===== config.mk =====
export PLATFORM = sky130hd
export DESIGN_NAME = vga_sync_gen
export DESIGN_NICKNAME = d
export VERILOG_FILES = /design/src/rtl/vga_sync_gen.sv
export SDC_FILE = /design/constraint.sdc
export NUM_CORES = 1
export LEC_CHECK = 0
export CORE_ASPECT_RATIO = 0.9
export CORE_MARGIN = 3
export CORE_UTILIZATION = 54
export CTS_CLUSTER_DIAMETER = 50
export DETAILED_ROUTE_END_ITERATION = 7
export PLACE_DENSITY = 0.88
export SYNTH_ARGS = -nofsm -noshare
export SYNTH_HDL_FRONTEND = slang
export SYNTH_SLANG_ARGS = --single-unit

===== constraint.sdc =====
create_clock -name clk -period 2.6 [get_ports clk]
set_input_delay 0.26 -clock clk [delete_from_list [all_inputs] [get_ports clk]]
set_output_delay 0.26 -clock clk [all_outputs]
set_load 0.02 [all_outputs]

===== src/rtl/vga_sync_gen.sv =====
// Purpose : VGA pixel-timing generator: h/v counters, sync pulses, blanking/start qualifiers.
// Latency : every output is a register; decoded flags describe the hpos/vpos shown in the same cycle.
// Backpr. : none; pix_en gates the whole state, and all outputs hold while it is low.
//
// Ports:
//   clk         system/pixel clock
//   reset       asynchronous active-low reset; parks the counters on the last pixel of a frame
//   pix_en      pixel-rate enable; state advances only on edges where it is 1
//   hpos/vpos   current column (0..H_TOTAL-1) / line (0..V_TOTAL-1)
//   hsync/vsync sync pulses, active level SYNC_POL
//   display_on  visible-area qualifier
//   line_start  high while hpos==0
//   frame_start high while hpos==0 and vpos==0
//   vblank      high while vpos>=V_DISPLAY
module vga_sync_gen #(
    parameter int H_DISPLAY = 640,
    parameter int H_FRONT   = 16,
    parameter int H_SYNC    = 96,
    parameter int H_BACK    = 48,
    parameter int V_DISPLAY = 480,
    parameter int V_FRONT   = 10,
    parameter int V_SYNC    = 2,
    parameter int V_BACK    = 33,
    parameter bit SYNC_POL  = 1'b0,
    parameter int HW        = 10,
    parameter int VW        = 10
) (
    input  logic          clk,
    input  logic          reset,
    input  logic          pix_en,
    output logic [HW-1:0] hpos,
    output logic [VW-1:0] vpos,
    output logic          hsync,
    output logic          vsync,
    output logic          display_on,
    output logic          line_start,
    output logic          frame_start,
    output logic          vblank
);

    localparam int H_TOTAL  = H_DISPLAY + H_FRONT + H_SYNC + H_BACK;
    localparam int V_TOTAL  = V_DISPLAY + V_FRONT + V_SYNC + V_BACK;
    localparam int HS_START = H_DISPLAY + H_FRONT;
    localparam int HS_END   = HS_START + H_SYNC - 1;
    localparam int VS_START = V_DISPLAY + V_FRONT;
    localparam int VS_END   = VS_START + V_SYNC - 1;

    localparam logic [HW-1:0] H_LAST  = HW'(H_TOTAL - 1);
    localparam logic [VW-1:0] V_LAST  = VW'(V_TOTAL - 1);
    localparam logic [HW-1:0] H_VIS   = HW'(H_DISPLAY);
    localparam logic [VW-1:0] V_VIS   = VW'(V_DISPLAY);
    localparam logic [HW-1:0] HS_LO   = HW'(HS_START);
    localparam logic [HW-1:0] HS_HI   = HW'(HS_END);
    localparam logic [VW-1:0] VS_LO   = VW'(VS_START);
    localparam logic [VW-1:0] VS_HI   = VW'(VS_END);

    logic [HW-1:0] h_nxt;
    logic [VW-1:0] v_nxt;
    logic          hsync_nxt;
    logic          vsync_nxt;
    logic          display_on_nxt;
    logic          line_start_nxt;
    logic          frame_start_nxt;
    logic          vblank_nxt;

    // Decode from the next counter values so the registered flags line up
    // with the registered counters without a cycle of lag.
    always_comb begin
        h_nxt = hpos + HW'(1);
        v_nxt = vpos;
        if (hpos == H_LAST) begin
            h_nxt = '0;
            v_nxt = (vpos == V_LAST) ? '0 : vpos + VW'(1);
        end

        hsync_nxt       = (h_nxt >= HS_LO && h_nxt <= HS_HI) ? SYNC_POL : ~SYNC_POL;
        // v_nxt only moves at the line wrap, so vsync is inherently line-aligned.
        vsync_nxt       = (v_nxt >= VS_LO && v_nxt <= VS_HI) ? SYNC_POL : ~SYNC_POL;
        display_on_nxt  = (h_nxt < H_VIS) && (v_nxt < V_VIS);
        line_start_nxt  = (h_nxt == '0);
        frame_start_nxt = (h_nxt == '0) && (v_nxt == '0);
        vblank_nxt      = (v_nxt >= V_VIS);
    end

    // Reset values match the decode of (H_TOTAL-1, V_TOTAL-1), so the first
    // enabled edge after release is an ordinary wrap into (0,0).
    always_ff @(posedge clk or negedge reset) begin
        if (!reset) begin
            hpos        <= H_LAST;
            vpos        <= V_LAST;
            hsync       <= ~SYNC_POL;
            vsync       <= ~SYNC_POL;
            display_on  <= 1'b0;
            line_start  <= 1'b0;
            frame_start <= 1'b0;
            vblank      <= 1'b1;
        end else if (pix_en) begin
            hpos        <= h_nxt;
            vpos        <= v_nxt;
            hsync       <= hsync_nxt;
            vsync       <= vsync_nxt;
            display_on  <= display_on_nxt;
            line_start  <= line_start_nxt;
            frame_start <= frame_start_nxt;
            vblank      <= vblank_nxt;
        end
    end

endmodule


==> results.cfg <==
[status]
outcome = completed

[logic_synthesis]
synth_cell_types = 58
synth-warning-count = 0
async_flop_share_pct = 100
yosys_register_bits = 26
netlist_instances = 219
seq_area_frac_synth_pct = 34.9
yosysTopAreaCellShare_pct = 17.9
ys.flop_type = dfstp_2
synth_area_leaders = dfstp_2 (18%), dfrtp_1 (17%), xnor2_1 (5.0%)
synth_largest_area_cell = dfstp_2
syn_avg_cell_area_sq_um = 8.73
synth_edf_count = 0
syn_nets = 226
syn-cell-area_sq_um = 1910

[timing]
drv_slew = 0
rsz0062_at_grt = false
max_freq_mhz = 411
finalCriticalPeriod_ns = 2.44
hold_viol = 0
setup_tns_ns = 0
skew_ns = 0.00607
tightest_slew_ns = 0.524
slew_headroom_pct = 64.7
period_share_pct = 93.7
holdWs_ns = 0.343
finalSetupViolations = 0

[routing]
drt_wl_total_um = 4790
drtIter0Drc = 175
firstDrtPassIters = 4
ant_nets = 0
wl_met1_um = 2190
drc_errors = 0
wl_met3_um = 390
wl_per_cell_um = 16.8
top_layer = met4
num_vias = 1794
viasPerCell = 6.29
route.met2.wl_um = 2130

[power]
p_per_area_nw_per_um2 = 625
p_leak_nw = 0.922
p_total_w = 0.00142
ir_drop_mv = 0.527

[die]
initial_core_util_pct = 59.6
die_w_um = 68.7
io_pins = 29
die-height_um = 62.5
dieArea_sq_um = 4290
core.rowCount = 19
core-area_sq_um = 3210

[critical_path]
worstSetupPathType = reg2reg
crit_arrival_ns = 2.66
cp.required_ns = 2.83
start_kind = flip-flop
critical_path.max_fanout = 12
crit_path_end_kind = flip-flop

[clock_tree]
post_cts_buffers = 0
cts.sinks = 26
numCtsBuffers = 3
hold_buffers = 0
postCtsResizedCells = 0
cts_tree = yes
cts_root_buf = clkbuf_8
h-tree-depth = 1
clk_path_buf_depth = 2
clock_latency_ns = 0.27
clk_pin_slew_ns = 0.09

[placement]
placement.io_buffers = 28
routabilityCongestion = 0.942
hpwl_um = 3270

[grt]
grt_antenna_before_repair = 0
grt-ovfl-total = 0
grt_pass1_vias = 1628
grt_pass1_wl_um = 7950
grt.total_usage_pct = 23.7
grt_max_degree = 27

[flow_run]
cap_violations = 0

[cells_and_area]
layout.nets = 251
diodes = 0
layout-drive-gt1-share_pct = 16.0
area_growth_pct = 18.5

[worst_hold_path]
hold_path.class = in2async
-- registers in the layout, indices dropped and copies added, names as in the netlist --
name / count
hpos: 10
vpos: 10
display_on: 1
frame_start: 1
hsync: 1
line_start: 1
vblank: 1
vsync: 1
-- path summary, 6_finish.rpt --
check,start,end,slack (ns),depth (start not counted)
worst max-delay path,hpos[1],vblank,0.16,8
worst min-delay path,reset,hpos[6],0.34,2
worst max register to register,hpos[1],vblank,0.16,8
worst min register to register,hpos[1],hpos[1],0.52,2
max in group asynchronous,reset,hpos[2],1.96,2
min in group clk,hpos[1],hpos[1],0.52,2
-- cells in the mapped netlist (all sizes together) (8+ instances only) --
cell type / number
nor2: 18
nand3: 15
dfrtp: 13
dfstp: 13
buf: 11
xnor2: 11
inv: 11
a21oi: 8
nand2: 21
nand4: 11
o21ai: 15
-- cells in the final DEF, fill, tap and decap left out, types with 5 or more instances in the layout --
| cell type | instances |
|---|---|
| a21oi_1 | 8 |
| and4_1 | 5 |
| buf_4 | 9 |
| clkdlybuf4s50_1 | 28 |
| dfrtp_1 | 13 |
| dfstp_2 | 13 |
| inv_1 | 10 |
| nand2_1 | 21 |
| nand3_1 | 15 |
| nand4_1 | 9 |
| nor2_1 | 17 |
| nor3_1 | 5 |
| o21ai_0 | 15 |
| xnor2_1 | 11 |
| xor2_1 | 5 |
-- layout make-up --
cell class                      instances  area [sq um]
Timing Repair Buffer                   37           348
Fill cell                             253           943
Clock buffer                            4          55.1
Inverter                               11          41.3
Multi-Input combinational cell        165          1100
Tap cell                               42          52.6
Sequential cell                        26           667
-- cells by family after synthesis --
family	synth area share, %
and+or+nand+nor	26.6
AOI/OAI and AO/OA	17.2
buffers and inverters	7.46
DFF	34.9
xor gates and xnor gates	7.33
muxes	3.34
adders and majority gates	3.14
-- worst max-delay path, stage by stage (launching register included) --
cell and delay, ns:
dfstp_2 0.59, ha_1 0.24, and4_1 0.35, and4_2 0.28, buf_4 0.20, nand2_1 0.08
xor2_1 0.17, a22oi_1 0.27, mux2_2 0.21
-- metal layers --
layer	vias to the layer above	GRT usage, %
li1	848	-
met1	833	37.3
met2	101	32.7
met3	12	4.86
met4	0	6.08
met5	-	0
-- power breakdown --
group / total (W) / switching (W) / internal, W
sequential: 0.000602 / 0.000111 / 0.000491
combinational: 0.000550 / 0.000305 / 0.000244
clock: 0.000265 / 0.000129 / 0.000136
-- through the flow --
step | worst slack (ns) | util (%) | instances | instance area, sq um
6_report | 0.164 | 70.6 | 285 | 2270
5_1_grt | 0.0301 | 70.6 | 285 | 2270
4_1_cts | 0.200 | 70.6 | 285 | 2270
3_5_place_dp | 0.232 | 68.9 | 281 | 2210
3_3_place_gp | 0.333 | 68.9 | 281 | 2210
2_1_floorplan | 0.330 | - | 219 | 1910
No activity file was read; power rests on OpenSTA's default activity.
==> RTL edit: new RTL, same settings <==
`V_DISPLAY`: 480 -> 240.
--- a/src/rtl/vga_sync_gen.sv
+++ b/src/rtl/vga_sync_gen.sv
@@ -19,3 +19,3 @@
     parameter int H_BACK    = 48,
-    parameter int V_DISPLAY = 480,
+    parameter int V_DISPLAY = 240,
     parameter int V_FRONT   = 10,
Behaviour: not the same (a bounded check fails within 4 cycles, from zero or initial values and one cycle with reset low).
==> RTL edit against the original RTL <==
Critical path depth down 1. Area after synthesis down 0.98%. Setup slack worse by 0.16 ns. Sequential power up 4.5%. Power up 11%. Non-clock buffer count up 8. Cell area up 2.8%. Routed wire length up 1.5%. Die area down 0.90%. Combinational power up 28%. Fmax down 6.2%. Sequential cell count unchanged. Critical path type unchanged.
==> RTL edit: results (changes against the original RTL) <==
tightestPinTransition_ns: 0.356  # -0.169 ns
layout.filler_cells: 242  # -4.3%
worstPathArrival_ns: 2.77  # +0.11 ns
worst_clock_skew_ns: 0.0108  # +0.00476 ns
yosysUniqueCellTypes: 60  # +3.4%
placed_area_um2: 2250  # +2.0%
reg2reg_setup_slack_ns: 0.003  # -0.16 ns
ys_seq_area_share_pct: 35.3  # +0.41 points
grt_pass1_vias: 1682  # +3.3%
maximum_fanout_encountered_on_the_critical_timing_path: 8  # -4
place_congestion: 0.955  # +1.3%
synthTopCellsByCount: "19 x a21oi_1, 17 x nand2_1, 15 x nor2_1"
synth_area_leaders: "dfstp_2 19%, dfrtp_1 16%, a21oi_1 5.0%"
grt_use_met1_pct: 38.7  # +1.4 points
vdd_ir_drop_max_mv: 0.639  # +21%
max_stage_delay_ns: 0.61  # +0.02 ns
finish.net_count: 256  # +2.0%
warnings_from_yosys: 0  # unchanged
drt-total-wl_um: 4860  # +1.5%
postSynthNetCount: 223  # -1.3%
dp_hpwl_um: 3520  # +7.8%
static-leakage-power_nw: 0.865  # -6.3%
worstRegToRegCells: 7  # -1
gr-usage-all-layers_pct: 24.2  # +0.47 points
critPathSlowestCell: "or4_4"
grt_pass1_wl_um: 8170  # +2.8%
power_switching_share_pct: 41.0  # +2.5 points
routed_via_density: 6.30  # about the same
result_of_the_run: "completed"
use_met2_pct: 31.6  # -1.1 points
holdWs_ns: 0.340  # -0.00287 ns
drt-initial-drc-count: 148  # -15%
==> RTL edit: cell types whose count changed after synthesis, moves of 3 or more <==
cell / unedited run / this run
clkbuf_8: 0 / 3
o41ai_1: 0 / 3
a21oi_1: 8 / 19
xnor2_1: 11 / 6
nand2_1: 21 / 17
buf_4: 5 / 1
o21ai_0: 15 / 10
and4_1: 5 / 1
buf_6: 2 / 5
nor3_1: 5 / 13
==> RTL edit: routing by layer <==
metal | vias to the layer above | wire (µm) | share of wire (%)
met5 | - | 0 | 0
met4 | 0 | 94 | 1.9
met3 | 12 | 361 | 7.4
met2 | 88 | 2150 | 44
met1 | 868 | 2250 | 46
li1 | 859 | - | -
==> RTL edit: logic make-up after synthesis <==
group / Yosys count / share of synthesized area, %
AOI/OAI and AO/OA: 56 / 20.0
xor gates and xnor gates: 10 / 4.63
adders and majority gates: 4 / 2.64
buffers and inverters: 26 / 9.38
DFF: 26 / 35.3
muxes: 2 / 1.06
and+or+nand+nor: 92 / 27.0
==> RTL edit: power by group through the flow <==
stage               Clock [mW]  Combinational [mW]  Sequential, mW
floorplan                    0               0.418           0.652
global placement             0               0.674           0.623
detailed placement           0               0.685           0.628
CTS                      0.242               0.694           0.625
global route             0.252               0.770           0.646
finish                   0.233               0.706           0.629
==> RTL edit: area by class of cell <==
| type | count | area share [%] |
|---|---|---|
| inverters | 9 | 1.45 |
| clock buffers | 4 | 1.93 |
| repair buffers | 45 | 17.7 |
| multi-input cells | 164 | 48.0 |
| flip-flops and latches | 26 | 28.7 |
| well taps | 42 | 2.26 |
==> RTL edit: path summary, 6_finish.rpt <==
kind,from,to
min in group clk,hsync,hsync
worst min-delay path,reset,vpos[0]
worst max register to register,hpos[0],frame_start
worst max-delay path,hpos[0],frame_start
worst min register to register,hsync,hsync
max in group asynchronous,reset,hpos[9]
==> RTL edit: worst max-delay path: cells and delay by family (launching register included) <==
family	cells	cell delay (ns)
DFF	1	0.59
and+or+nand+nor	3	0.85
adders and majority gates	1	0.21
AOI/OAI and AO/OA	3	0.84
==> RTL edit: through the flow <==
stage	cells	setup slack [ns]	TNS, ns	util (%)
3_5_place_dp	286	-0.0138	-0.0191	70.3
4_1_cts	290	0.00379	0	72.1
5_1_grt	290	-0.0602	-0.131	72.6
6_report	290	0.00282	0	72.6
3_3_place_gp	286	0.0997	0	70.3
2_1_floorplan	216	0.00266	0	-
==> RTL edit: timing repair <==
| item | in CTS | in global routing |
|---|---|---|
| gates cloned | 0 | 0 |
| resized for setup | 2 | 4 |
| endpoints found under the setup margin | 2 | 3 |
| pin swaps | 1 | 1 |
